==> src/rtl/mdio_pkg.sv <==
// Shared definitions for the MDIO transaction generator: FSM encoding,
// ST/OP codes, frame-word field positions and frame section lengths.
package mdio_pkg;

  typedef enum logic [2:0] {
    S_IDLE = 3'd0,
    S_PRE  = 3'd1,
    S_HDR  = 3'd2,
    S_TA   = 3'd3,
    S_DATA = 3'd4,
    S_FIN  = 3'd5
  } state_e;

  localparam logic [1:0] ST_C22      = 2'b01;
  localparam logic [1:0] ST_C45      = 2'b00;
  localparam logic [1:0] OP_C22_WR   = 2'b01;
  localparam logic [1:0] OP_C22_RD   = 2'b10;
  localparam logic [1:0] OP_C45_ADDR = 2'b00;
  localparam logic [1:0] OP_C45_WR   = 2'b01;

  // Field positions within the 32-bit frame word.
  localparam int ST_LSB    = 30;
  localparam int OP_LSB    = 28;
  localparam int DATA_BITS = 16;

  localparam int HDR_BITS    = 14;
  localparam int TA_BITS     = 2;
  localparam int MAX_PRE_LEN = 63;
  localparam int CNT_W       = $clog2(MAX_PRE_LEN + 1);

  typedef struct packed {
    logic legal;
    logic read;
  } op_class_t;

  function automatic op_class_t classify(input logic [1:0] st, input logic [1:0] op);
    op_class_t c;
    c = '{legal: 1'b0, read: 1'b0};
    if (st == ST_C22) begin
      c.legal = (op == OP_C22_WR) || (op == OP_C22_RD);
      c.read  = (op == OP_C22_RD);
    end else if (st == ST_C45) begin
      c.legal = 1'b1;
      c.read  = (op != OP_C45_ADDR) && (op != OP_C45_WR);
    end
    return c;
  endfunction

endpackage

==> src/rtl/mdio_clk_div.sv <==
// MDC generator: DIV CLK cycles per half-period, plus strobes flagging the
// CLK edge on which MDC rises or falls. Held low and phase-aligned when idle.
module mdio_clk_div #(
  parameter int DIV = 2
) (
  input  logic i_clk,
  input  logic i_reset,
  input  logic i_en,
  output logic o_mdc,
  output logic o_rise_stb,
  output logic o_fall_stb
);

  localparam int CW = (DIV > 1) ? $clog2(DIV) : 1;

  logic [CW-1:0] r_cnt;
  logic          r_mdc;
  logic          w_wrap;

  assign w_wrap = (r_cnt == CW'(DIV - 1));

  // NOTE: sequential state uses non-blocking assignments so every register
  // samples the pre-edge value of every other register.
  always_ff @(posedge i_clk) begin
    if (i_reset || !i_en) begin
      r_cnt <= '0;
      r_mdc <= 1'b0;
    end else if (w_wrap) begin
      r_cnt <= '0;
      r_mdc <= ~r_mdc;
    end else begin
      r_cnt <= r_cnt + CW'(1);
    end
  end

  assign o_mdc      = r_mdc;
  assign o_rise_stb = i_en & w_wrap & ~r_mdc;
  assign o_fall_stb = i_en & w_wrap & r_mdc;

endmodule

==> src/rtl/mdio_xact_gen.sv <==
// MDIO (Clause 22/45) frame generator. Define MDIO_PREAMBLE_EN to prepend
// PRE_LEN preamble ones to every frame; otherwise frames start at ST.
module mdio_xact_gen
  import mdio_pkg::*;
#(
  parameter int DIV     = 2,
  parameter int PRE_LEN = 32
) (
  input  logic        i_clk,
  input  logic        i_reset,
  input  logic        i_mdio_start,
  input  logic [31:0] i_t_data,
  input  logic        i_mdio_in,
  output logic        o_mdc,
  output logic        o_mdio_out,
  output logic        o_mdio_oe,
  output logic [15:0] o_rd_data,
  output logic        o_data_rdy,
  output logic        o_done,
  output logic        o_busy,
  output logic        o_ta_err,
  output logic        o_op_err
);

`ifdef MDIO_PREAMBLE_EN
  localparam state_e FIRST_STATE = S_PRE;
`else
  localparam state_e FIRST_STATE = S_HDR;
`endif

  localparam logic [CNT_W-1:0] PRE_LAST  = CNT_W'(PRE_LEN - 1);
  localparam logic [CNT_W-1:0] HDR_LAST  = CNT_W'(HDR_BITS - 1);
  localparam logic [CNT_W-1:0] TA_LAST   = CNT_W'(TA_BITS - 1);
  localparam logic [CNT_W-1:0] DATA_LAST = CNT_W'(DATA_BITS - 1);

  state_e                 r_state;
  state_e                 w_state_nxt;
  logic [CNT_W-1:0]       r_bit_cnt;
  logic [31:0]            r_shift;
  logic [DATA_BITS-1:0]   r_rx;
  logic [DATA_BITS-1:0]   r_rd_data;
  logic                   r_is_read;
  logic                   r_ta_bad;
  logic                   r_ta_err;
  logic                   r_op_err;
  logic                   w_en;
  logic                   w_mdc;
  logic                   w_rise;
  logic                   w_fall;
  logic                   w_capture;
  logic                   w_op_err;
  op_class_t              w_cls;

  assign w_cls = classify(i_t_data[ST_LSB +: 2], i_t_data[OP_LSB +: 2]);
  assign w_en  = r_state inside {S_PRE, S_HDR, S_TA, S_DATA};

  mdio_clk_div #(.DIV(DIV)) u_clk_div (
    .i_clk      (i_clk),
    .i_reset    (i_reset),
    .i_en       (w_en),
    .o_mdc      (w_mdc),
    .o_rise_stb (w_rise),
    .o_fall_stb (w_fall)
  );

  // NOTE: every signal written here is given a default first, so no path
  // leaves a value unassigned and no latch is inferred.
  always_comb begin
    w_state_nxt = r_state;
    w_capture   = 1'b0;
    w_op_err    = 1'b0;
    case (r_state)
      S_IDLE: begin
        if (i_mdio_start) begin
          w_capture = 1'b1;
          if (w_cls.legal) w_state_nxt = FIRST_STATE;
          else             w_op_err    = 1'b1;
        end
      end
      S_PRE:   if (w_fall && r_bit_cnt == PRE_LAST)  w_state_nxt = S_HDR;
      S_HDR:   if (w_fall && r_bit_cnt == HDR_LAST)  w_state_nxt = S_TA;
      S_TA:    if (w_fall && r_bit_cnt == TA_LAST)   w_state_nxt = S_DATA;
      S_DATA:  if (w_fall && r_bit_cnt == DATA_LAST) w_state_nxt = S_FIN;
      S_FIN:   w_state_nxt = S_IDLE;
      default: w_state_nxt = S_IDLE;
    endcase
  end

  always_ff @(posedge i_clk) begin
    if (i_reset) begin
      r_state   <= S_IDLE;
      r_bit_cnt <= '0;
      r_shift   <= '0;
      r_rx      <= '0;
      r_rd_data <= '0;
      r_is_read <= 1'b0;
      r_ta_bad  <= 1'b0;
      r_ta_err  <= 1'b0;
      r_op_err  <= 1'b0;
    end else begin
      r_state  <= w_state_nxt;
      r_op_err <= w_op_err;

      if (w_state_nxt != r_state) r_bit_cnt <= '0;
      else if (w_fall)            r_bit_cnt <= r_bit_cnt + CNT_W'(1);

      if (w_capture) begin
        r_shift   <= i_t_data;
        r_is_read <= w_cls.read;
        r_ta_err  <= 1'b0;
      end else if (w_fall && (r_state inside {S_HDR, S_TA, S_DATA})) begin
        r_shift <= {r_shift[30:0], 1'b0};
      end

      // The PHY drives the second turnaround bit low when it answers a read.
      if (w_rise && r_state == S_TA && r_bit_cnt == TA_LAST) r_ta_bad <= i_mdio_in;
      if (w_rise && r_state == S_DATA) r_rx <= {r_rx[DATA_BITS-2:0], i_mdio_in};

      if (r_is_read && r_state == S_DATA && w_state_nxt == S_FIN) begin
        r_rd_data <= r_rx;
        r_ta_err  <= r_ta_bad;
      end
    end
  end

  always_comb begin
    o_mdio_out = 1'b0;
    o_mdio_oe  = 1'b0;
    case (r_state)
      S_PRE: begin
        o_mdio_out = 1'b1;
        o_mdio_oe  = 1'b1;
      end
      S_HDR: begin
        o_mdio_out = r_shift[31];
        o_mdio_oe  = 1'b1;
      end
      S_TA, S_DATA: begin
        o_mdio_out = r_shift[31];
        o_mdio_oe  = ~r_is_read;
      end
      default: begin
        o_mdio_out = 1'b0;
        o_mdio_oe  = 1'b0;
      end
    endcase
  end

  assign o_mdc      = w_mdc;
  assign o_busy     = w_en;
  assign o_done     = (r_state == S_FIN);
  assign o_data_rdy = (r_state == S_FIN) & r_is_read;
  assign o_rd_data  = r_rd_data;
  assign o_ta_err   = r_ta_err;
  assign o_op_err   = r_op_err;

endmodule

==> config.mk <==
export PLATFORM = sky130hd
export DESIGN_NAME = mdio_xact_gen
export DESIGN_NICKNAME = d
export VERILOG_FILES = /design/src/rtl/mdio_pkg.sv /design/src/rtl/mdio_clk_div.sv /design/src/rtl/mdio_xact_gen.sv
export SDC_FILE = /design/constraint.sdc
export NUM_CORES = 1
export LEC_CHECK = 0
export CORE_MARGIN = 2
export CORE_UTILIZATION = 58
export CTS_CLUSTER_DIAMETER = 50
export CTS_CLUSTER_SIZE = 24
export DETAILED_ROUTE_END_ITERATION = 8
export HOLD_SLACK_MARGIN = 0.02
export PLACE_DENSITY = 0.85
export SLEW_MARGIN = 0
export SYNTH_ARGS = -nofsm -noshare
export SYNTH_HDL_FRONTEND = slang
export SYNTH_SLANG_ARGS = --single-unit
==> constraint.sdc <==
create_clock -name i_clk -period 2.9 [get_ports i_clk]
set_input_delay 0.58 -clock i_clk [delete_from_list [all_inputs] [get_ports i_clk]]
set_output_delay 0.58 -clock i_clk [all_outputs]
set_load 0.02 [all_outputs]
==> results.ini, run 1 <==
[outcome]
status=finished, final reports clean

[route]
wl_met3_um=320
ant_nets=0
drt_wl_total_um=8625
met1_length_um=3977
vias=3333
routed.top_layer=met4
drt-initial-drc-count=126
detail_route.first_pass.iterations=4
dr_wl_met2_um=4233
via_per_inst=5.878
remaining_drc_errors=0
routedWlPerCell_um=15.21

[timing]
setup_viol=0
post-route-period-util_pct=93.98
maxSlewHeadroom_pct=43.58
period_needed_ns=2.725
worst_pin_slew_ns=0.8458
tns_ns=0
fin_worst_skew_ns=0.008666
max_freq_ghz=0.3669
rsz0062_at_grt=no
slew_viol_final=0
hold_viol=0

[synth]
synth_nets=486
synth.avg_cell_area_um2=8.832
netlist_area_um2=3930
seq_area_frac_synth_pct=40.24
synth_warnings=0
yosys.cell_types.count=54
netlist_instances=445
ys_ff_latch=79

[die]
dieArea_um2=7450
io_pins=60
die-width_um=86.32
die_y_um=86.32
start_util_pct=60.85
core_area_um2=6459
fp-row-count=29

[setup_path]
crit_slowest_cell=dfxtp_1
worstPathCellList=nor2b_1, o21ai_0, o21ai_0, clkdlybuf4s50_1
crit_top_cell=o21ai_0
worstPathArrival_ns=2.15
worstPathRequired_ns=2.32
cp_top_family=flip-flops
max_stage_delay_ns=0.63
cp_max_fo=11
cp.buffers_inverters=1
critPathLaunchType=flop
critPathKind=reg -> out
end_kind=output pin

[cells_and_area]
final_util_pct=71.77
antenna_cells=0
nets=526
drive_gt1_share_pct=15.31
area_growth_pct=17.96

[cts]
cts_made_buffers=9
holdBufCountCts=0
clk_path_buf_depth=2
cts-root-buf=clkbuf_8
htreeDepth=3
clk_pin_slew_worst_paths_ns=0.09
clkSinkCount=79
cts_tree=yes
clkLatencyLatePin_ns=0.35

[power_and_ir_drop]
p_clk_share_pct=36.5
internal-power_mw=1.647
p_comb_share_pct=11.3
ir_drop_v=0.0003131
power-per-cell-area_nw_per_um2=476.0
power.leakage_nw=1.660
switching_share_pct=25.35
p_sw_mw=0.5593
p_seq_share_pct=52.2
power_mw=2.207

[global_routing]
gr-usage-all-layers_pct=24.45
grt_first_pass_wirelength_um=14630
grt_pass1_vias=3104
grt_max_degree=66
grt_antenna_before_repair=0
overflow=0

[placed_design]
gp_congestion=0.8406
hpwl_um=5776
portBuffers=59

[min_path]
hold_path.class=reg -> reg

[run]
cap_violations=0

[path summary, 6_finish.rpt]
| check | from | endpoint | slack [ns] | cells after the start |
|---|---|---|---|---|
| hold / removal | r_rx[13] | r_rx[14] | 0.46 | 2 |
| setup / recovery | r_state[1] | o_mdio_out | 0.17 | 4 |
| hold reg to reg | r_rx[13] | r_rx[14] | 0.46 | 2 |
| setup reg to reg | r_state[1] | r_bit_cnt[0] | 0.58 | 5 |
[power by group through the flow]
stage	registers, mW	logic, mW	clock network (mW)
after floorplan	1.17	0.172	0
after global placement	1.18	0.242	0
after detailed placement	1.18	0.248	0
after CTS	1.15	0.250	0.824
after global routing	1.16	0.273	0.871
final	1.15	0.248	0.805
[metal layers]
metal,vias up,global-route usage [%]
li1,1665,-
met1,1595,32.47
met2,65,40.03
met3,8,4.000
met4,0,9.517
met5,-,0
[tightest hold or removal path, stage by stage, from the launching register on]
cell,delay (ns)
dfxtp_1,0.33
nand2_1,0.06
a21oi_1,0.05
[cell families (layout without fill, tap and decap cells)]
logic type | after synthesis | count (layout) | share of synthesized area [%]
XOR/XNOR | 6 | 6 | 1.337
multiplexers | 1 | 1 | 0.2547
AND/OR/NAND/NOR | 201 | 201 | 24.93
adder cells (fa/ha/maj) | 5 | 5 | 1.592
AO/OA/AOI/OAI | 107 | 107 | 24.51
buffers and inverters | 46 | 91 | 7.132
flip-flops | 79 | 79 | 40.24
[sequential cells by signal, indices dropped and copies added, names as in the netlist]
register and count:
u_clk_div.r_cnt 1, o_rd_data 16, o_op_err 1, o_ta_err 1, r_rx 16, r_shift 32
r_state 3, u_clk_div.o_mdc 1, r_bit_cnt 6, r_ta_bad 1, r_is_read 1
[area by class of cell]
cell class,instances,area (µm²)
multi-input cells,320,2068
fillers,506,1823
flip-flops and latches,79,1583
repair buffers,68,665.6
clock buffers,9,123.9
well taps,77,96.34
clock inverters,7,72.57
inverters,7,26.28
[layout by cell type, fill, tap and decap left out, types with 2 or more instances in the layout]
cell type	instances
a211oi_2	2
xnor2_1	5
clkbuf_8	9
o21ai_1	10
clkinvlp_4	2
nand4_1	21
nand3_1	5
nand2_1	40
nor2b_1	3
buf_4	8
inv_1	7
nor4_1	3
a21oi_1	38
ha_1	5
nand3b_4	2
o21ai_0	9
nor3_1	7
nor3b_1	2
nor2_1	101
and2_1	4
a2111oi_2	32
dfxtp_1	78
clkdlybuf4s50_1	58
nand2b_1	2
o31ai_1	2
clkinv_2	2
o22ai_1	2
[stage by stage]
stage	hold slack, ns	instances	setup WS [ns]	area, µm²
finish	0.4646	567	0.1747	4636
global route	0.4853	567	0.02031	4636
CTS	0.4674	567	0.02211	4634
detailed placement	0.4617	551	0.4018	4438
global placement	0.4444	551	0.4402	4438
floorplan	0.4367	445	1.005	3930
[synth_stat cells (all sizes together)]
cell type  instances  area share, %
nor2             101            9.6
dfxtp             79             40
nand2             40            3.8
a21oi             38            4.8
a2111oi           33             13
buf               24            4.9
nand4             21            3.3
o21ai             20            2.6
clkbuf            15            1.6
nor3               9            1.6
inv                7           0.67
and2               5           0.80
ha                 5            1.6
nand3              5           0.64
xnor2              5            1.1
a211oi             3           0.83
nor2b              3           0.48
nor3b              3           0.86
nor4               3           0.48
a22oi              2           0.51
nand2b             2           0.32
nand3b             2            1.0
o22ai              2           0.32
o31ai              2           0.38
a2111o             1           0.29
a311oi             1           0.22
a31o               1           0.22
a41oi              1           0.22
and3               1           0.16
mux2i              1           0.25
nor4b              1           0.60
nor4bb             1           0.25
o2111ai            1           0.67
o21a               1           0.19
o31a               1           0.25
or2                1           0.22
or3                1           0.29
or4                1           0.19
or4b               1           0.25
xor2               1           0.22
[timing repair]
item,CTS,global route
buffers inserted,0,0
setup endpoints to repair,0,2
resized for setup,0,1
Note: power is estimated with default switching activity, not from simulation.
==> inputs of run 2 (changes only) <==
--- a/config.mk
+++ b/config.mk
@@ -5,13 +5,16 @@
 export SDC_FILE = /design/constraint.sdc
 export NUM_CORES = 1
 export LEC_CHECK = 0
+export ABC_CLOCK_PERIOD_IN_PS = 2900
+export CELL_PAD_IN_SITES_DETAIL_PLACEMENT = 1
+export CELL_PAD_IN_SITES_GLOBAL_PLACEMENT = 1
 export CORE_MARGIN = 2
-export CORE_UTILIZATION = 58
+export CORE_UTILIZATION = 44
 export CTS_CLUSTER_DIAMETER = 50
 export CTS_CLUSTER_SIZE = 24
 export DETAILED_ROUTE_END_ITERATION = 8
 export HOLD_SLACK_MARGIN = 0.02
-export PLACE_DENSITY = 0.85
+export PLACE_DENSITY_LB_ADDON = 0.1
 export SLEW_MARGIN = 0
 export SYNTH_ARGS = -nofsm -noshare
 export SYNTH_HDL_FRONTEND = slang
==> results.ini, run 2 (same netlist as run 1, synthesis figures left out) <==
[outcome]
status=finished, final reports clean

[placed_design]
dp_cells=585  ; +6.2%
gp_congestion=0.8131  ; -3.3%
hpwl_um=6741  ; +17%
place_ws_ns=0.4397  ; +0.03786 ns
place_area_um2=4499  ; +1.4%
portBuffers=59  ; unchanged

[run]
cap_violations=0  ; unchanged

[timing]
worst_pin_slew_ns=0.8485  ; +0.002765 ns
fin_worst_skew_ns=0.01306  ; +0.004389 ns
max_freq_ghz=0.3659  ; -0.29%
slew_viol_final=0  ; unchanged
hold_viol=0  ; unchanged
maxSlewHeadroom_pct=43.40  ; -0.18 points
rsz0062_at_grt=no
tns_ns=0  ; unchanged
fin_ws_ns=0.1668  ; -0.007887 ns
post-route-period-util_pct=94.25  ; +0.27 points
holdWs_ns=0.4695  ; +0.004912 ns
setup_viol=0  ; unchanged
period_needed_ns=2.733  ; +0.007887 ns

[global_routing]
grt_antenna_before_repair=0  ; unchanged
gr-usage-all-layers_pct=21.07  ; -3.4 points
grt_max_degree=64  ; -3.0%
grt_first_pass_wirelength_um=16950  ; +16%
overflow=0  ; unchanged
grt_pass1_vias=3500  ; +13%

[power_and_ir_drop]
p_seq_share_pct=51.1  ; -1.1 points
p_sw_mw=0.5973  ; +6.8%
power.leakage_nw=1.680  ; +1.2%
switching_share_pct=26.47  ; +1.1 points
power-per-cell-area_nw_per_um2=479.7  ; +0.77%
ir_drop_v=0.0002880  ; -8.0%
internal-power_mw=1.659  ; +0.73%
p_clk_share_pct=37.9  ; +1.4 points
p_comb_share_pct=11.0  ; -0.3 points
power_mw=2.257  ; +2.3%

[setup_path]
critPathKind=reg -> out
worstPathRequired_ns=2.32  ; about the same
crit_slowest_cell=clkdlybuf4s50_1
critPathLaunchType=flop
cp_top_family=buffers and inverters
worstPathCellList=buf_4, nor3b_4, o21ai_0, o21ai_0, clkdlybuf4s50_1
crit_cells=5  ; +1
r2r_setup_slack_ns=0.70  ; +0.12 ns
worstPathArrival_ns=2.15  ; about the same
max_stage_delay_ns=0.64  ; about the same
cp_max_fo=16  ; +5
crit_top_cell=o21ai_0
end_kind=output pin
cp.buffers_inverters=2  ; +1
reg2reg_depth=6  ; +1

[cells_and_area]
area_growth_pct=19.71
nets=529  ; +0.57%
antenna_cells=0  ; unchanged
final_util_pct=54.21  ; -18 points
drive_gt1_share_pct=15.82  ; +0.52 points
nFillCells=1018  ; +100%
largest-register=r_shift
mostFrequentLayoutCells=nor2_1 (101), dfxtp_1 (78), clkdlybuf4s50_1 (58), nand2_1 (40), a21oi_1 (38)
largest_reg_flops=32  ; unchanged
instances_no_fill=601  ; +6.0%
final_common_cell=nor2_1
final_area_um2=4705  ; +1.5%

[min_path]
hold_path.class=reg -> reg
hold_depth=2  ; unchanged

[cts]
clkSinkCount=79  ; unchanged
holdBufCountCts=0  ; unchanged
cts_resized=0  ; unchanged
clkLatencyLatePin_ns=0.35  ; about the same
htreeDepth=3  ; unchanged
post_cts_buffers=0  ; unchanged
cts-root-buf=clkbuf_8
clk_path_buf_depth=2  ; unchanged
clk_pin_slew_worst_paths_ns=0.09  ; about the same
cts_tree=yes
cts_made_buffers=9  ; unchanged

[route]
routedWlPerCell_um=16.48  ; +8.3%
drt_wl_total_um=9902  ; +15%
remaining_drc_errors=0  ; unchanged
vias=3371  ; +1.1%
via_per_inst=5.609  ; -4.6%
ant_nets=0  ; unchanged
detail_route.first_pass.iterations=4  ; unchanged
drt-initial-drc-count=109  ; -13%

[die]
die-width_um=98.51  ; +14%
start_util_pct=45.29  ; -16 points
die_y_um=98.51  ; +14%
io_pins=60  ; unchanged
dieArea_um2=9704  ; +30%
core_area_um2=8678  ; +34%
fp-row-count=34  ; +17%

run 2: changes by cell type in the layout (fill, tap and decap cells not counted):
cell and delta:
clkinvlp_4 -1, clkinv_2 -1, inv_6 +1, inv_8 +1, buf_4 +3
run 2: layer usage:
layer	up-vias	GRT usage, %	part of all wire, %
met5	-	0	0
met4	0	7.587	1.8
met3	18	2.979	2.9
met2	52	34.90	50
met1	1634	28.15	46
li1	1667	-	-
run 2: final cells by class:
class | count | area, µm² | share of cell area [%]
Clock buffer | 9 | 123.9 | 2.633
Timing Repair Buffer | 71 | 688.2 | 14.63
Sequential cell | 79 | 1583 | 33.64
Multi-Input combinational cell | 320 | 2068 | 43.96
Inverter | 7 | 26.28 | 0.5585
Clock inverter | 7 | 80.08 | 1.702
Tap cell | 108 | 135.1 | 2.872
run 2: worst paths after layout:
check,start,endpoint
worst min-delay path,r_rx[15],r_rx[15]
worst min register to register,r_rx[15],r_rx[15]
worst max-delay path,r_state[2],o_mdio_out
worst max register to register,r_state[1],r_state[0]
run 2: power by group through the flow:
| stage | Sequential, mW | Combinational (mW) | Clock (mW) |
|---|---|---|---|
| finish | 1.15 | 0.248 | 0.855 |
| CTS | 1.15 | 0.252 | 0.874 |
| floorplan | 1.17 | 0.172 | 0 |
| detailed placement | 1.18 | 0.251 | 0 |
| global route | 1.16 | 0.274 | 0.921 |
| global placement | 1.18 | 0.245 | 0 |
run 2: tightest hold or removal path: cells and delay by family, from the launching register on:
family / cells / cell delay (ns)
compound gates: 1 / 0.05
simple gates: 1 / 0.05
flops: 1 / 0.32
